<file path="src/rtl/cpu_pkg.sv">
// Shared CPU constants, datapath types and ALU opcode encodings.
// Used by the register file, the decoder and the ALU.
package cpu_pkg;

  localparam int unsigned WIDTH = 8;
  localparam int unsigned NREGS = 8;
  localparam int unsigned AW    = 3;

  typedef logic [WIDTH-1:0] word_t;
  typedef logic [AW-1:0]    reg_addr_t;

  typedef enum logic [2:0] {
    OpAdd = 3'd0,
    OpSub = 3'd1,
    OpAnd = 3'd2,
    OpOr  = 3'd3,
    OpXor = 3'd4,
    OpShl = 3'd5,
    OpShr = 3'd6
  } alu_op_e;

  function automatic logic is_zero(input word_t w);
    return (w == '0);
  endfunction

endpackage

</file>
<file path="src/rtl/flag_reg.sv">
// Carry/zero flags register; zero resets high because the reset state reads as zero.
module flag_reg #(
  parameter int unsigned WIDTH = cpu_pkg::WIDTH
) (
  input  logic             clk,
  input  logic             reset,
  input  logic             flags_we,
  input  logic             carry_in,
  input  logic [WIDTH-1:0] wr_data,
  output logic             carry_flag,
  output logic             zero_flag
);

  logic carry_q, carry_d;
  logic zero_q, zero_d;

  always_comb begin
    carry_d = carry_q;
    zero_d  = zero_q;
    if (flags_we) begin
      carry_d = carry_in;
      zero_d  = (wr_data == '0);
    end
  end

  always_ff @(posedge clk or posedge reset) begin
    if (reset) begin
      carry_q <= 1'b0;
      zero_q  <= 1'b1;
    end else begin
      carry_q <= carry_d;
      zero_q  <= zero_d;
    end
  end

  assign carry_flag = carry_q;
  assign zero_flag  = zero_q;

endmodule

</file>
<file path="src/rtl/alu_regfile.sv">
// Register file with registered, write-bypassed operand reads plus the flags register.
// Define ALU_REGFILE_R0_ZERO_EN to hardwire register 0 to zero.
module alu_regfile
  import cpu_pkg::*;
#(
  parameter int unsigned WIDTH = cpu_pkg::WIDTH,
  parameter int unsigned NREGS = cpu_pkg::NREGS,
  parameter int unsigned AW    = cpu_pkg::AW
) (
  input  logic             clk,
  input  logic             reset,
  input  logic             rd_en,
  input  logic [AW-1:0]    rd_addr_a,
  input  logic [AW-1:0]    rd_addr_b,
  output logic [WIDTH-1:0] operand1,
  output logic [WIDTH-1:0] operand2,
  input  logic             wr_en,
  input  logic [AW-1:0]    wr_addr,
  input  logic [WIDTH-1:0] wr_data,
  input  logic             flags_we,
  input  logic             carry_in,
  output logic             carry_flag,
  output logic             zero_flag
);

  logic [WIDTH-1:0] regs_q [NREGS];
  logic [WIDTH-1:0] regs_d [NREGS];
  logic [WIDTH-1:0] op1_q, op1_d;
  logic [WIDTH-1:0] op2_q, op2_d;
  logic             wr_fire;

`ifdef ALU_REGFILE_R0_ZERO_EN
  assign wr_fire = wr_en && (wr_addr != '0);
`else
  assign wr_fire = wr_en;
`endif

  // Reads index the post-write array, which gives the write-to-read bypass for free.
  function automatic logic [WIDTH-1:0] read_port(input logic [AW-1:0] addr,
                                                 input logic [WIDTH-1:0] arr [NREGS]);
`ifdef ALU_REGFILE_R0_ZERO_EN
    if (addr == '0) return '0;
`endif
    return arr[addr];
  endfunction

  always_comb begin
    regs_d = regs_q;
    if (wr_fire) regs_d[wr_addr] = wr_data;
    op1_d = op1_q;
    op2_d = op2_q;
    if (rd_en) begin
      op1_d = read_port(rd_addr_a, regs_d);
      op2_d = read_port(rd_addr_b, regs_d);
    end
  end

  always_ff @(posedge clk or posedge reset) begin
    if (reset) begin
      for (int i = 0; i < NREGS; i++) regs_q[i] <= '0;
      op1_q <= '0;
      op2_q <= '0;
    end else begin
      regs_q <= regs_d;
      op1_q  <= op1_d;
      op2_q  <= op2_d;
    end
  end

  assign operand1 = op1_q;
  assign operand2 = op2_q;

  flag_reg #(
    .WIDTH(WIDTH)
  ) u_flag_reg (
    .clk       (clk),
    .reset     (reset),
    .flags_we  (flags_we),
    .carry_in  (carry_in),
    .wr_data   (wr_data),
    .carry_flag(carry_flag),
    .zero_flag (zero_flag)
  );

endmodule

</file>
<file path="config.mk">
export PLATFORM = sky130hd
export DESIGN_NAME = alu_regfile
export DESIGN_NICKNAME = d
export VERILOG_FILES = /design/src/rtl/cpu_pkg.sv /design/src/rtl/flag_reg.sv /design/src/rtl/alu_regfile.sv
export SDC_FILE = /design/constraint.sdc
export NUM_CORES = 1
export LEC_CHECK = 0
export ABC_AREA = 1
export CAP_MARGIN = 0
export CORE_MARGIN = 8
export CORE_UTILIZATION = 58
export CTS_CLUSTER_SIZE = 25
export DETAILED_ROUTE_END_ITERATION = 10
export HOLD_SLACK_MARGIN = 0.08
export PLACE_DENSITY = 0.84
export SETUP_SLACK_MARGIN = 0.3
export SLEW_MARGIN = 20
export SYNTH_ARGS = -nofsm -noshare
export SYNTH_HDL_FRONTEND = slang
export SYNTH_SLANG_ARGS = --single-unit
</file>
<file path="constraint.sdc">
create_clock -name clk -period 3.01 [get_ports clk]
set_input_delay 0.4515 -clock clk [delete_from_list [all_inputs] [get_ports clk]]
set_output_delay 0.4515 -clock clk [all_outputs]
set_load 0.05 [all_outputs]
</file>
==> results.txt, run 1 <==
Synthesis produced 625 cells. The leakage power came out at 2.66 nW. The finished layout holds 759 standard cells, fillers aside. The worst path required time is 3.27 ns. The slew of the pin with the lowest slew margin is 0.651 ns. The max-slew violation total from the final report was 0. Tracing the worst setup path back leads to its startpoint at wr_addr[0]. The number of buffers added by the clock tree synthesis step is 9. The filler cell count is 661.

The upper clock frequency limit came out at 452 MHz. For this block, the via count after detailed routing is 4809. STA classifies the critical path endpoint as a flip-flop. The fraction of the mapped netlist area in compound gates came out at 0.112%. The core box area came out at 7610 µm². The worst setup path is launched from an input port. The largest net degree at the start of global routing is 38. The destination of the worst register-to-register timing path is operand1[4]. The number of antenna violations at the first check in global routing is 0.

Clock-pin slew was measured on the worst setup and hold paths at 0.09 ns. The mean number of vias per cell came out at 6.34. The die area came out at 10800 µm². The warning count from the yosys run is 0.

The peak supply drop came out at 0.303 mV. The cell area that synthesis handed to floorplanning was 4480 µm². The wire length reported by the detailed router came out at 15600 µm. The clock skew after layout is 0.0153 ns.

The area share of and/or/nand/nor cells after synthesis came out at 48.7%. The row count is 32. The global-route wire length before repair is 25500 µm. The fraction of the mapped netlist area in adder cells came out at 0%. The number of gates resized after CTS was 0. Setup repair after global routing left no endpoint under its margin.

The total global-route track usage came out at 29.8%. The number of global-route vias before repair is 4766. The setup path with the least slack is of type input port to flip-flop. The per-cell routed wire length is 20.5 µm.

The kind of cell with the highest combined delay along the critical path is simple AND/OR/NAND/NOR gates. For this run, design rule violations remaining after detail routing come to 0. The maximum clock insertion buffer count came out at 2. The count of nets left with antenna violations once routing finished came out at 0.

The tree is rooted in a clkbuf_8. The number of distinct library cells after synthesis is 15. The global placement routability congestion came out at 0.908. Measured against its own limit, the worst slew margin works out to 56.6%. During I/O placement, the number of pins put on the boundary was 41. The critical path goes through clkdlybuf4s50_1 > nand2_1 > inv_1 > nand2_1 > nand2_1 > nand3_1 > nand3_1 > nand3_1 > nand3_1 > nand2_1.

The post-route core utilization is 68.0%. The count of endpoints failing setup in the final report is 0. The number of buffers and inverters on the critical path is 2. The violation count after the first detailed-routing iteration is 663.

The number of port buffers came out at 40. Dividing the synthesized area by the synthesized cell count gives 7.16 µm². Of all nets on the critical path, the largest fanout is 12.

The area growth from synthesis to final layout came out at 15.7%. The share of the cycle needed by the critical path after routing came out at 73.5%. Clock latency on the worst-skew pair, taken at its later pin, is 0.36 ns. The count of endpoints failing hold in the final timing report came out at 0. The residual overflow from global routing is 0. The largest stage delay on the critical path came out at 0.51 ns. The floorplan step set the die height to 104 µm. After synthesis, the largest family of logic cells by area is simple AND/OR/NAND/NOR gates. The total of max-cap violations came out at 0.

The worst path needs 2.21 ns of the cycle, external delays included. The final-stage net count came out at 675. Measured against the total synthesized area, the mux share comes to 0.252%. The half-perimeter wire length after detailed placement came out at 10300 µm. The share of post-route cells with drive strength above 1 is 5.33%.

The antenna diode instance count is 0. The first detailed-routing pass took 6 iterations. The number of levels the H-tree was split into came out at 3. The initial cell density of the core came out at 58.8%.

The reg2reg setup slack came out at 1.84 ns. For this run, the register share of the synthesized area comes to 45.9%. The arrival time of data at the critical path endpoint is 2.47 ns. The hold buffer count at cts is 0. The final setup TNS came out at 0 ns. The total power density per cell area came out at 609 nW/µm². The post-CTS setup-driven buffer insertion count is 0. After Yosys synthesis, XOR and XNOR cells account for 0% of the synthesized area. The die boundary width is 104 µm. The cell type of the slowest stage on the worst timing path is clkdlybuf4s50_1.

The TritonCTS clock tree is built. The flow ran to the end, and the final reports show no timing, DRC or antenna violations. The flip-flop and latch count after synthesis is 82. The number of sinks on the clock net is 82. The path class of the tightest hold or removal check is input port to asynchronous set/reset pin. The launching point of the worst reg2reg path is regs_q[36]. The number of cells on the worst reg-to-reg path is 6.

Synthesis produced a netlist with a net count of 648. The placed cell count is 743.
sequential cells by signal (all words and copies together), names as in the netlist:
signal	flops
operand1	8
operand2	8
regs_q	64
u_flag_reg.carry_flag	1
u_flag_reg.zero_flag	1
layout make-up:
type | count | area (µm²) | area share [%]
inverters | 15 | 57.6 | 1.11
repair buffers | 55 | 526 | 10.2
clock inverters | 6 | 88.8 | 1.72
multi-input cells | 489 | 2200 | 42.4
flip-flops and latches | 82 | 2050 | 39.7
well taps | 102 | 128 | 2.47
clock buffers | 10 | 128 | 2.47
where the power goes:
group	total [mW]	switching, mW	internal (mW)
clock network	0.898	0.429	0.469
logic	0.895	0.609	0.286
registers	1.36	0.0688	1.29
routing by layer:
layer	up-vias	GRT usage (%)	routed length, µm
li1	2180	-	-
met1	2214	37.4	5810
met2	343	46.1	7310
met3	72	5.89	1590
met4	0	19.0	856
met5	-	0	0
worst max-delay path by stage:
stage | cells after the start | end
floorplan | 1 | operand1[0]
global placement | 10 | operand2[2]
detailed placement | 10 | operand2[2]
CTS | 1 | zero_flag
global route | 10 | operand1[6]
finish | 10 | operand2[4]
cells in the mapped netlist (all sizes together):
cell type / n / area share, %
dfstp: 1 / 0.59
nor2: 8 / 0.78
nand2: 204 / 17
nor4: 2 / 0.28
nand3: 273 / 31
clkbuf: 21 / 1.8
inv: 15 / 1.3
buf: 18 / 2.0
o21ai: 1 / 0.11
mux2: 1 / 0.25
dfrtp: 81 / 45
through the flow:
stage | total power [mW] | instance area, µm² | setup slack, ns | hold WS (ns)
floorplan | 1.97 | 4480 | 0.452 | 0.455
global placement | 2.23 | 4960 | 0.565 | 0.458
detailed placement | 2.26 | 4960 | 0.491 | 0.471
CTS | 3.14 | 5180 | 0.833 | 0.433
global route | 3.31 | 5180 | 0.663 | 0.454
finish | 3.15 | 5180 | 0.799 | 0.423
cell families (layout without fill, tap and decap cells):
group / Yosys count / after routing
compound gates: 1 / 1
simple gates: 487 / 487
buf+inv: 54 / 86
mux: 1 / 1
flops: 82 / 82
cells in the final DEF (no fill, tap or decap):
cell / synthesis / final
clkinvlp_4: 0 / 2
mux2_2: 1 / 1
dfrtp_1: 81 / 81
buf_4: 2 / 14
nor4_1: 2 / 2
clkinv_2: 0 / 2
nand3_1: 273 / 273
nor2_1: 6 / 6
clkbuf_8: 0 / 9
nor2_2: 2 / 2
inv_6: 0 / 1
clkbuf_1: 20 / 1
dfstp_2: 1 / 1
o21ai_0: 1 / 1
nand2_1: 204 / 204
buf_12: 0 / 1
clkdlybuf4s50_1: 0 / 40
inv_1: 15 / 14
bufinv_16: 0 / 2
Power figures use the tool's default switching activity.
==> run 2: changes to the inputs <==
==> constraint.sdc (replaced) <==
create_clock -name clk -period 2.08 [get_ports clk]
set_input_delay 0.312 -clock clk [delete_from_list [all_inputs] [get_ports clk]]
set_output_delay 0.312 -clock clk [all_outputs]
set_load 0.05 [all_outputs]
==> run 2 against run 1 <==
Net effect:
- wire length rose by 2.2%
- sequential share of layout area fell by 1.1 points
- register-to-register slack got worse by 0.84 ns
- non-clock buffer count grew 6
- critical path depth down 9
- hold slack improved by 0.012 ns
- clock power rose by 26%
- die area unchanged
==> results.txt, run 2 (synthesis results as in run 1) <==
The run finished with clean final reports. The number of antenna violations at the first check in global routing came out at 0. For this design, the sink count on the clock tree is 82.

The wire length reported by the detailed router is 15900 µm. The worst setup path is captured at a primary output. The clock network is responsible for 25.6% of the overall power. The die boundary width is 104 µm. The remaining max-slew budget at the tightest pin came out at 51.4%. The clock insertion delay at the later pin of the skew report is 0.35 ns. For met1 alone, demand over resource in global routing was 38.8%. The die height is 104 µm.

Global routing finished with a remaining overflow of 0. The maximum clock insertion buffer count came out at 2. The worst-case IR drop observed on VDD is 0.535 mV.

Traced cell by cell, the critical path runs through dlygate4sd2_1. For met3 alone, demand over resource in global routing was 5.76%. The DRC violations left came out at 0. Once routing completed, OpenROAD measured the worst setup slack at 0.363 ns. In this run the count of I/O pins placed on the die edge is 41. Across all hold checks on the routed design, the worst slack comes to 0.434 ns. The part of the total power dissipated in combinational logic is 29.6%.

The slew of the pin with the lowest slew margin came out at 0.728 ns. STA classifies the critical path startpoint as a flip-flop. The row count is 32.

The total global-route track usage came out at 29.2%. The library cell used most frequently in the layout, excluding fill and tap cells, is nand3_1. The number of buffers added by the clock tree synthesis step came out at 9.

The global placement routability congestion is 0.925. Entering global routing, the biggest net connects 83 pins. Setup violations remaining at the end of the flow were counted as 0. The tightest min-delay check is of the input port to asynchronous set/reset pin type. The TritonCTS clock tree is built. The buffering stage count on the worst path with inverters included is 1.

After layout, the worst path uses 82.5% of the clock period. The post-CTS setup-driven buffer insertion count came out at 0. The leakage power came out at 2.81 nW.

Dividing the detail-routed via count by the number of cells gives 6.43. The violation count after the first detailed-routing iteration came out at 676. The power spent charging and discharging nets is 1.58 mW. The cell type of the slowest stage on the worst timing path is dfstp_2.

The pre-CTS setup slack came out at -0.153 ns. The half-perimeter wire length after detailed placement is 10500 µm. The share of post-route cells with drive strength above 1 came out at 8.60%. The library cells used most frequently in the layout, excluding fill and tap cells, are nand3_1, nand2_1, dfrtp_1, clkdlybuf4s50_1, dlygate4sd2_1. In this run switching power makes up 35.8% of total power.

The upper clock frequency limit is 583 MHz. The number of port buffers came out at 40. The arrival time of data at the critical path endpoint came out at 1.40 ns. The reg2reg setup slack came out at 1.00 ns.

Across the routed clock network, the largest skew measured is 0.0103 ns. The number of global-route vias before repair is 4758. The largest fanout on the critical path came out at 2.

The met2 routing resource usage after global routing came out at 44.6%. The worst register-to-register path begins at regs_q[50]. The tree is rooted in a clkbuf_8. The per-cell routed wire length came out at 20.8 µm. The final critical path time including I/O delays and setup is 1.72 ns. The max-slew violation total from the final report came out at 0.

The die area came out at 10800 µm². The setup path with the least slack is of type flip-flop to primary output. In this run the power density over the cells is 827 nW/µm². The number of nets with antenna violations after detailed routing came out at 0. The worst path required time came out at 1.77 ns.

The first global-routing pass estimated 25100 µm of wire. Once the floorplan was initialized, standard cells occupied 58.8% of the core. Internal power comes to 2.83 mW. The final design instance area without fill is 5330 µm².

The first-pass iteration count of the detailed router came out at 6. The number of logic stages on the critical path including buffering came out at 1. The detailed-route via count is 4918. The most critical setup path has its startpoint at u_flag_reg.zero_flag. Counting flops per register, the top entry is regs_q. The antenna diode instance count came out at 0. The area growth from synthesis to final layout came out at 19.1%. Setup repair after global routing could not meet its margin everywhere.

At the end of the flow, the number of nets in the layout was 681. The largest stage delay on the critical path is 0.53 ns. The count of endpoints failing hold in the final timing report came to 0. CTS built an H-tree with a depth of 3. The register with the most flip-flops in the layout has 64 of them. The share of total power in sequential cells came out at 44.8%. The core box area is 7610 µm². The clock transition at the register clock pins on the worst setup and hold paths after CTS is 0.09 ns. Counting cells, the worst reg-to-reg path comes to 6. The hold buffer count at cts is 0.

The endpoint identified for the worst register-to-register timing path is operand2[2]. After global routing, the most crowded layer is met2. The total of max-cap violations is 0. Once placement finished, the instance area stood at 5060 µm². The end point of the critical path is zero_flag.

Among cell families on the critical path, the largest total delay comes from flip-flops.
-- run 2: worst reg2reg max path: cells and delay by family (launching register included) --
| family | cells | cell delay [ns] |
|---|---|---|
| flops | 1 | 0.37 |
| simple gates | 6 | 0.60 |
-- run 2: area by class of cell --
cell class	instances	area [µm²]
fillers	634	2280
clock inverters	4	45.0
repair buffers	61	626
flip-flops and latches	82	2050
clock buffers	12	135
well taps	102	128
inverters	15	62.6
multi-input cells	489	2280
-- run 2: repair_timing --
item                       4_1_cts  5_1_grt
pin swaps                        0        2
setup endpoints to repair       33       16
hold endpoints to repair         0        0
gates resized for setup         26       25
-- run 2: worst min-delay path by stage --
stage	start	endpoint	slack [ns]
floorplan	flags_we	u_flag_reg.zero_flag	0.39
global placement	u_flag_reg.zero_flag	u_flag_reg.zero_flag	0.46
detailed placement	operand1[3]	operand1[3]	0.47
CTS	reset	operand1[3]	0.47
global route	reset	operand1[3]	0.50
finish	reset	operand1[3]	0.43
-- run 2: per-stage QoR --
step	cells	util [%]	power [mW]	setup TNS [ns]
finish	765	70.1	4.41	0
global route	765	70.1	4.59	0
CTS	765	68.8	4.36	0
detailed placement	749	66.5	3.29	-1.49
global placement	749	66.5	3.25	-0.993
floorplan	625	-	2.85	0
-- run 2: power groups by stage --
stage,clock network [mW],logic [mW],registers [mW]
5_1_grt,1.18,1.42,1.99
2_1_floorplan,0,0.713,2.14
3_5_place_dp,0,1.28,2.00
3_3_place_gp,0,1.26,1.99
4_1_cts,1.13,1.26,1.97
6_report,1.13,1.30,1.98
-- run 2: per-layer routing --
layer  wire length [µm]  part of all wire [%]  up-vias
li1                   -                     -     2189
met1               6050                    38     2264
met2               7140                    45      395
met3               1990                    12       70
met4                723                   4.5        0
met5                  0                     0        -
